### config.mk
export PLATFORM = sky130hd
export DESIGN_NAME = fetch_queue
export DESIGN_NICKNAME = d
export VERILOG_FILES = /design/src/rtl/fetch_queue.sv
export SDC_FILE = /design/constraint.sdc
export NUM_CORES = 1
export LEC_CHECK = 0
export CAP_MARGIN = 20
export CORE_UTILIZATION = 41
export CTS_BUF_LIST = sky130_fd_sc_hd__clkbuf_4 sky130_fd_sc_hd__clkbuf_8
export CTS_CLUSTER_SIZE = 24
export DETAILED_ROUTE_END_ITERATION = 8
export GPL_ROUTABILITY_DRIVEN = 1
export GPL_TIMING_DRIVEN = 0
export PLACE_DENSITY_LB_ADDON = 0.08
export SYNTH_ARGS = -nofsm -noshare
export SYNTH_HDL_FRONTEND = slang
export SYNTH_SLANG_ARGS = --single-unit
### constraint.sdc
create_clock -name clk -period 4.5 [get_ports clk]
set_input_delay 0.45 -clock clk [delete_from_list [all_inputs] [get_ports clk]]
set_output_delay 0.45 -clock clk [all_outputs]
set_load 0.005 [all_outputs]
### src/rtl/fetch_queue.sv
// Instruction prefetch queue: issues single outstanding reads on the
// instruction bus and buffers returned words with their fetch addresses
// in a circular buffer for the decoder. Redirects flush the buffer and
// retarget fetch. A read still in flight when a redirect arrives is
// drained in DISCARD and its data is dropped.
module fetch_queue #(
  parameter int                ADDR_W   = 32,
  parameter int                DEPTH    = 4,
  parameter logic [ADDR_W-1:0] RESET_PC = '0
) (
  input  logic                       clk,
  input  logic                       rst,
  output logic [ADDR_W-1:0]          add_bus,
  output logic                       rd_req,
  input  logic [ADDR_W-1:0]          data_bus,
  input  logic                       isCplt,
  input  logic                       isStop,
  input  logic                       redirect,
  input  logic [ADDR_W-1:0]          redirect_addr,
  output logic [ADDR_W-1:0]          order,
  output logic [ADDR_W-1:0]          order_addr,
  output logic                       order_valid,
  input  logic                       order_take,
  output logic                       suspend,
  output logic [$clog2(DEPTH):0]     count
);

  localparam int PTR_W = $clog2(DEPTH);
  localparam int CNT_W = PTR_W + 1;
  localparam logic [CNT_W-1:0] DEPTH_C = CNT_W'(DEPTH);

  typedef enum logic [1:0] {IDLE, REQ, DISCARD} state_t;

  state_t                    state;
  state_t                    state_next;
  logic [ADDR_W-1:0]         pc;
  logic [ADDR_W-1:0]         hold_addr;
  logic [PTR_W-1:0]          rd_ptr;
  logic [PTR_W-1:0]          wr_ptr;
  logic [CNT_W-1:0]          count_next;
  logic                      push;
  logic                      pop;
  logic                      room;
  logic [ADDR_W-1:0]         mem_instr [DEPTH];
  logic [ADDR_W-1:0]         mem_addr  [DEPTH];

  // Push/pop qualification, next occupancy and next FSM state
  always_comb begin
    push       = (state == REQ) && isCplt && !redirect;
    pop        = order_valid && order_take && !redirect;
    count_next = redirect ? '0 : (count + CNT_W'(push) - CNT_W'(pop));
    room       = (count_next < DEPTH_C);
    state_next = state;
    case (state)
      IDLE: begin
        if (!isStop && room) state_next = REQ;
      end
      REQ: begin
        if (redirect && !isCplt)      state_next = DISCARD;
        else if (isCplt)              state_next = (!isStop && room) ? REQ : IDLE;
      end
      DISCARD: begin
        if (isCplt) state_next = isStop ? IDLE : REQ;
      end
      default: state_next = IDLE;
    endcase
  end

  // Control state: FSM, fetch PC, pointers and occupancy
  always_ff @(posedge clk or negedge rst) begin
    if (!rst) begin
      state  <= IDLE;
      pc     <= RESET_PC;
      rd_ptr <= '0;
      wr_ptr <= '0;
      count  <= '0;
    end else begin
      state <= state_next;
      count <= count_next;
      if (redirect) begin
        pc     <= redirect_addr;
        rd_ptr <= '0;
        wr_ptr <= '0;
      end else begin
        if (push) begin
          pc     <= pc + ADDR_W'(4);
          wr_ptr <= wr_ptr + PTR_W'(1);
        end
        if (pop) rd_ptr <= rd_ptr + PTR_W'(1);
      end
    end
  end

  // Queue storage and the in-flight address kept for a discarded read
  always_ff @(posedge clk) begin
    if (push) begin
      mem_instr[wr_ptr] <= data_bus;
      mem_addr[wr_ptr]  <= add_bus;
    end
    if (state == REQ) hold_addr <= pc;
  end

  // Bus and decoder-facing outputs straight from state and queue head
  always_comb begin
    rd_req      = (state != IDLE);
    add_bus     = (state == DISCARD) ? hold_addr : pc;
    order_valid = (count != '0);
    suspend     = !order_valid;
    order       = order_valid ? mem_instr[rd_ptr] : '0;
    order_addr  = order_valid ? mem_addr[rd_ptr]  : '0;
  end

endmodule

==> flow_summary_export.csv, run 1 <==
group,metric,value,unit
yosys,synth_ff_type,"edfxtp_1",
sta,finalSetupViolCount,0,
placed_design,placed_cells,1354,
finish,regArea,9670,µm²
pwr,clkPwrFrac,32.5,%
yosys,syn_avg_cell_area,18.0,µm²
setup_path,cp_max_fo,10,
sta,fmax,256,MHz
yosys,syn_inst,744,
drt,drc,0,
finish,areaGrowthSynthToFinish,27.5,%
run_status,outcome,"complete, no violations",
placed_design,io_buffers,169,
setup_path,ff2ff_path_depth,13,
sta,holdWs,0.107,ns
yosys,synth_edf_count,288,
yosys,synth_cell_type_count,48,
setup_path,worstPathCellList,"buf_4 > nor2b_1 > buf_1 > clkbuf_1 > nand2_1 > o21ai_0 > clkdlybuf4s50_1",
floorplan,coreArea,31800,µm²
yosys,yosys.area.top_type,"edfxtp_1",
global_route,grt_pass1_wl,45.3,mm
pwr,swShare,25.9,%
clocking,htreeDepth,2,
floorplan,io_pins,172,
global_route,grt_start_max_net_pins,55,
global_route,antenna_found_initial,0,
finish,multiInputGateArea,3460,µm²
setup_path,cpPeakStageDelay,0.66,ns
drt,wl_per_cell,20.4,µm
setup_path,r2r_start,"count[1]$_DFF_PN0_",
floorplan,fp.dieH,183,µm
global_route,grt-ovfl-total,0,
clocking,clkTransAtPathRegs,0.06,ns
setup_path,endpoint,"add_bus[11]",
global_route,grt.busiest_layer,"met2",
flow_run,drv_cap,0,
clocking,cts_num_sinks,329,
drt,firstDrtPassIters,5,
global_route,grtUsageMet1,25.0,%
drt,drt_iter0_drc,410,
clocking,clock_latency,0.58,ns
yosys,synth_seq_cells,329,
setup_path,critical_path_arrival,3.46,ns
pwr,switching_power,2.35,mW
setup_path,r2r_end,"state[0]$_DFFE_PN0P_",
drt,via_count,7457,
clocking,cts_buffer_depth,3,
sta,period_share,86.9,%
setup_path,critPathLaunchType,"register",
sta,final_hold_viol_count,0,
pwr,finalPower,9.09,mW
yosys,netlist_area,13400,µm²
global_route,grt_util_all_layers,18.1,%
clocking,ctsResizeCount,0,
finish,nets,1055,
finish,fillers,2629,
sta,rsz0062_at_grt,"no",
clocking,hold_buffers,1,
floorplan,num_rows,65,
clocking,post_cts_buffers,0,
setup_path,worstPathRequired,4.05,ns
setup_path,r2r_slack,1.05,ns
finish,final_cell_count_no_fill,1458,
min_path,hold_class,"primary input to register",
setup_path,critPathCaptureType,"output port",
clocking,cts_tree,"done",
pwr,cellLeakagePower,5.64,nW
setup_path,crit_type,"register to output port",
floorplan,die_w,183,µm
clocking,numCtsBuffers,55,
yosys,yosysTopAreaCellShare,64.7,%
pwr,irDropWorstVdd,0.309,mV
yosys,synth_nets,822,
placed_design,dpl_cell_area,15800,µm²
global_route,use_met2,29.3,%
pwr,p_int,6.74,mW
setup_path,cp-startpoint,"state[0]$_DFFE_PN0P_",
pwr,power_frac_seq,41.5,%
global_route,first_global_vias,7682,
placed_design,gp_congestion,0.788,
yosys,seq_area_frac_synth,72.4,%
drt,wirelength,29.7,mm
yosys,yosys-top-cells-area,"edfxtp_1 (65%), mux4_2 (11%), dfrtp_1 (7.7%)",
yosys,ys_async_sr_fraction,12.5,%
finish,final_cell_mix,"edfxtp_1 (288), clkdlybuf4s50_1 (168), mux4_2 (64), and2_1 (64), clkbuf_8 (61)",
setup_path,critPathSlowestCell,"clkdlybuf4s50_1",
finish,final_cell_area,17000,µm²
global_route,grt_util_met3,3.55,%
sta,min_period,3.91,ns
placed_design,dp_hpwl,18.8,mm
sta,final_max_slew_viol_count,0,
yosys,ys_warn_count,0,
sta,fin_skew,0.0253,ns
sta,worst_pin_slew,0.889,ns
drt,via_per_inst,5.11,
finish,diodes,0,
pwr,powerDensity,534,nW/µm²
drt,ant_nets,0,
sta,slew_headroom,40.2,%
pwr,comb_power_share,26.1,%
finish,drive_gt1_share,21.3,%
clocking,root_buffer,"clkbuf_8",
finish,final_common_cell,"edfxtp_1",
floorplan,initial_utilization,42.0,%
floorplan,die_area,33300,µm²
layout make-up:
| type | instances | share of cell area (%) |
|---|---|---|
| buffer | 42 | 1.15 |
| multi-input combinational | 359 | 20.3 |
| timing repair buffer | 176 | 10.9 |
| sequential | 329 | 56.8 |
| tap | 435 | 3.20 |
| clock buffer | 75 | 5.55 |
| clock inverter | 28 | 1.83 |
| inverter | 14 | 0.309 |
routing by layer:
metal | share of wire (%) | wire length [µm] | vias to the layer above
met5 | 0 | 0 | -
met4 | 1.8 | 527 | 0
met3 | 5.3 | 1590 | 51
met2 | 48 | 14200 | 197
met1 | 45 | 13400 | 3786
li1 | - | - | 3423
logic make-up after synthesis:
family / Yosys count / synth area share (%)
muxes: 93 / 13.2
and+or+nand+nor: 187 / 7.95
xor gates and xnor gates: 13 / 0.955
buffers and inverters: 56 / 1.85
DFF: 329 / 72.4
adders and majority gates: 8 / 0.805
AOI/OAI and AO/OA: 58 / 2.80
stage by stage:
| stage | setup WS (ns) | setup TNS, ns | util (%) |
|---|---|---|---|
| finish | 0.588 | 0 | 53.6 |
| CTS | 0.487 | 0 | 53.6 |
| global route | 0.272 | 0 | 53.6 |
| detailed placement | 0.981 | 0 | 49.6 |
| global placement | -0.250 | -43.79 | 49.0 |
| floorplan | 1.51 | 0 | - |
flip-flops by register name (all words and copies together), names as in the netlist:
register and count:
mem_addr 128, rd_ptr 2, hold_addr 32, state 2, mem_instr 128, pc 32
count 3, wr_ptr 2
worst min-delay path by stage:
stage / from / slack, ns / cells past startpoint / to
2_1_floorplan: rst / 0.15 / 0 / count[0]$_DFF_PN0_
3_3_place_gp: pc[1]$_DFFE_PN0P_ / 0.45 / 0 / hold_addr[1]$_DFFE_PN_
3_5_place_dp: pc[1]$_DFFE_PN0P_ / 0.46 / 0 / hold_addr[1]$_DFFE_PN_
4_1_cts: redirect / 0.06 / 2 / count[2]$_DFF_PN0_
5_1_grt: redirect / 0.09 / 2 / count[2]$_DFF_PN0_
6_report: redirect / 0.11 / 2 / count[2]$_DFF_PN0_
worst max-delay path: cells and delay by family, from the launching register on:
kind	cells	cell delay, ns
AO/OA/AOI/OAI	1	0.35
buffers and inverters	4	1.87
flip-flops	1	0.37
AND/OR/NAND/NOR	2	0.29
Yosys cell counts (2+ instances only):
cell type and instances:
a31oi_1 15, o211ai_1 2, ha_1 7, buf_6 2, or4_1 17, nor2b_1 4
mux4_2 64, edfxtp_1 288, inv_1 13, buf_4 4, xor2_1 4, nor3_1 4
mux2_2 28, nand3_1 17, xnor2_1 8, and2_1 68, nand2_1 29, nand4_1 3
dfrtp_1 41, o21ai_0 19, or2_2 2, a21oi_1 2, o31a_1 2, buf_1 9
nor2_1 28, and3_1 3, o31ai_1 13, nor4_1 3, buf_2 6, clkbuf_1 21
power by group through the flow:
stage	clock, mW	sequential (mW)	combinational [mW]
finish	2.95	3.77	2.37
global route	3.15	3.79	2.59
CTS	3.04	3.77	2.45
detailed placement	0	3.83	2.44
global placement	0	3.85	2.39
floorplan	0	3.81	1.19
Note: power is estimated with default switching activity, not from simulation.
==> run 2: changes to the inputs <==
Settings changed: CORE_UTILIZATION 41 to 36, CTS_CLUSTER_SIZE 24 to 20.
==> run 2 against run 1 <==
Sequential power is essentially flat. Cell count increased by 2.1%. Register-to-register slack got worse by 0.05 ns. Largest power group unchanged. Critical path depth down 2. Largest cell class unchanged.
==> flow_summary_export.csv, run 2 (synthesized netlist as in run 1, its figures left out) <==
group,metric,value,unit
global_route,grt_util_all_layers,17.0,%
min_path,whs_path_depth,2,
floorplan,die_area,37900,µm²
placed_design,gp_congestion,0.762,
sta,final_max_slew_viol_count,0,
setup_path,path_buf_inv,3,
setup_path,ff2ff_path_depth,13,
drt,wirelength,31.5,mm
pwr,powerDensity,528,nW/µm²
sta,fin_skew,0.0337,ns
floorplan,num_rows,70,
finish,fillers,3261,
clocking,clock_latency,0.63,ns
setup_path,r2r_end,"state[0]$_DFFE_PN0P_",
clocking,numCtsBuffers,58,
clocking,htreeDepth,2,
placed_design,dp_hpwl,20.1,mm
clocking,cts_tree,"done",
setup_path,critical_path_arrival,3.47,ns
drt,via_per_inst,4.99,
global_route,grt_start_max_net_pins,46,
floorplan,io_pins,172,
global_route,grtUsageMet1,22.8,%
finish,areaGrowthSynthToFinish,27.2,%
min_path,whs_endpoint,"state[1]$_DFFE_PN0P_",
setup_path,critPathTopFamily,"buffers and inverters",
drt,via_count,7429,
setup_path,r2r_slack,1.00,ns
finish,multiInputGateArea,3460,µm²
setup_path,crit_type,"register to output port",
finish,final_cell_mix,"edfxtp_1 (288), clkdlybuf4s50_1 (168), mux4_2 (64), and2_1 (64), clkbuf_8 (64)",
global_route,use_met2,27.7,%
clocking,cts_num_sinks,329,
clocking,clkTransAtPathRegs,0.06,ns
finish,diodes,0,
floorplan,die_w,195,µm
global_route,grt_util_met3,3.28,%
sta,tns,0,ns
drt,drc,0,
setup_path,cpPeakStageDelay,0.72,ns
sta,holdWs,0.0788,ns
sta,finalSetupViolCount,0,
pwr,irDropWorstVdd,0.192,mV
clocking,root_buffer,"clkbuf_8",
placed_design,io_buffers,169,
finish,final_cell_area,17000,µm²
placed_design,dpl_cell_area,15800,µm²
floorplan,coreArea,36500,µm²
floorplan,fp.dieH,195,µm
sta,min_period,3.92,ns
drt,ant_nets,0,
min_path,hold_class,"primary input to register",
setup_path,cp_max_fo,10,
setup_path,critPathCaptureType,"output port",
global_route,grt-ovfl-total,0,
setup_path,worstPathCellList,"buf_1 > buf_2 > mux4_2 > and2_1 > clkdlybuf4s50_1",
global_route,grt_pass1_wl,48.2,mm
sta,rsz0062_at_grt,"no",
setup_path,worstPathRequired,4.05,ns
sta,period_share,87.0,%
pwr,cellLeakagePower,5.61,nW
finish,drive_gt1_share,21.4,%
min_path,hold_start,"isCplt",
clocking,cts_buffer_depth,3,
run_status,outcome,"complete, no violations",
drt,drt_iter0_drc,262,
global_route,grt.busiest_layer,"met2",
global_route,first_global_vias,7997,
sta,slew_headroom,37.2,%
drt,firstDrtPassIters,4,
finish,regArea,9670,µm²
setup_path,r2r_start,"count[2]$_DFF_PN0_",
sta,worst_pin_slew,0.934,ns
sta,fmax,255,MHz
drt,wl_per_cell,21.1,µm
sta,final_hold_viol_count,0,
finish,largestRegisters,"mem_addr: 128 flops, mem_instr: 128 flops",
setup_path,critPathLaunchType,"register",
global_route,antenna_found_initial,0,
finish,nets,1058,
flow_run,drv_cap,0,
setup_path,critPathSlowestCell,"buf_1",
finish,final_common_cell,"edfxtp_1",
floorplan,initial_utilization,36.6,%
run 2: changes by cell type in the layout (fill, tap and decap cells not counted):
cell and delta:
clkinv_2 -10, clkinvlp_4 -1, clkbuf_4 +13, bufinv_16 -5
clkinv_1 -2, clkbuf_8 +3
run 2: how the worst max path moves through the flow:
stage,from,end,slack (ns),cells after the start
final,rd_ptr[0]$_DFFE_PN0P_,order_addr[13],0.58,5
after global placement,isCplt,mem_instr[0][5]$_DFFE_PP_,-0.38,4
after detailed placement,count[1]$_DFF_PN0_,state[0]$_DFFE_PN0P_,0.83,13
after CTS,rd_ptr[0]$_DFFE_PN0P_,order_addr[12],0.41,5
after floorplan,isCplt,mem_addr[0][0]$_DFFE_PP_,1.51,4
after global routing,rd_ptr[0]$_DFFE_PN0P_,order_addr[13],0.33,5
run 2: worst register-to-register path: stages (launching register included):
cell       delay [ns]
dfrtp_1          0.44
or3_1            0.60
clkbuf_1         0.39
nand2_1          0.22
nor2_1           0.07
ha_1             0.31
inv_1            0.05
ha_1             0.13
inv_1            0.05
fa_1             0.36
xnor3_1          0.19
nor2_1           0.17
a2111oi_0        0.09
a311o_1          0.32
run 2: per-stage QoR:
stage          instances  util (%)  power, mW  setup slack [ns]
2_1_floorplan        744         -       4.99              1.51
3_3_place_gp        1381      42.8       6.29            -0.380
3_5_place_dp        1387      43.3       6.32             0.827
4_1_cts             1489      46.5       9.17             0.407
5_1_grt             1489      46.5       9.44             0.328
6_report            1489      46.5       8.97             0.585
run 2: final cells by class:
type / instances / area share, %
timing repair buffer: 176 / 10.9
buffer: 42 / 1.15
sequential: 329 / 56.9
inverter: 14 / 0.309
tap: 468 / 3.44
clock inverter: 10 / 0.567
multi-input combinational: 359 / 20.3
clock buffer: 91 / 6.37
run 2: per-layer routing:
layer,vias to the layer above,part of all wire [%]
li1,3408,-
met1,3786,45
met2,184,49
met3,51,4.4
met4,0,2.0
met5,-,0
run 2: what timing repair did:
| action | in CTS | in global routing |
|---|---|---|
| setup endpoints to repair | 0 | 0 |
| endpoints found under the hold margin | 16 | 0 |
| gates resized for setup | 0 | 0 |
| buffers inserted | 0 | 0 |
| hold buffers | 1 | 0 |
run 2: power by group:
part	internal [mW]	leakage, nW	switching, mW	total, mW
sequential	3.67	3.10	0.106	3.77
clock	1.62	0.628	1.18	2.81
combinational	1.32	1.88	1.08	2.40
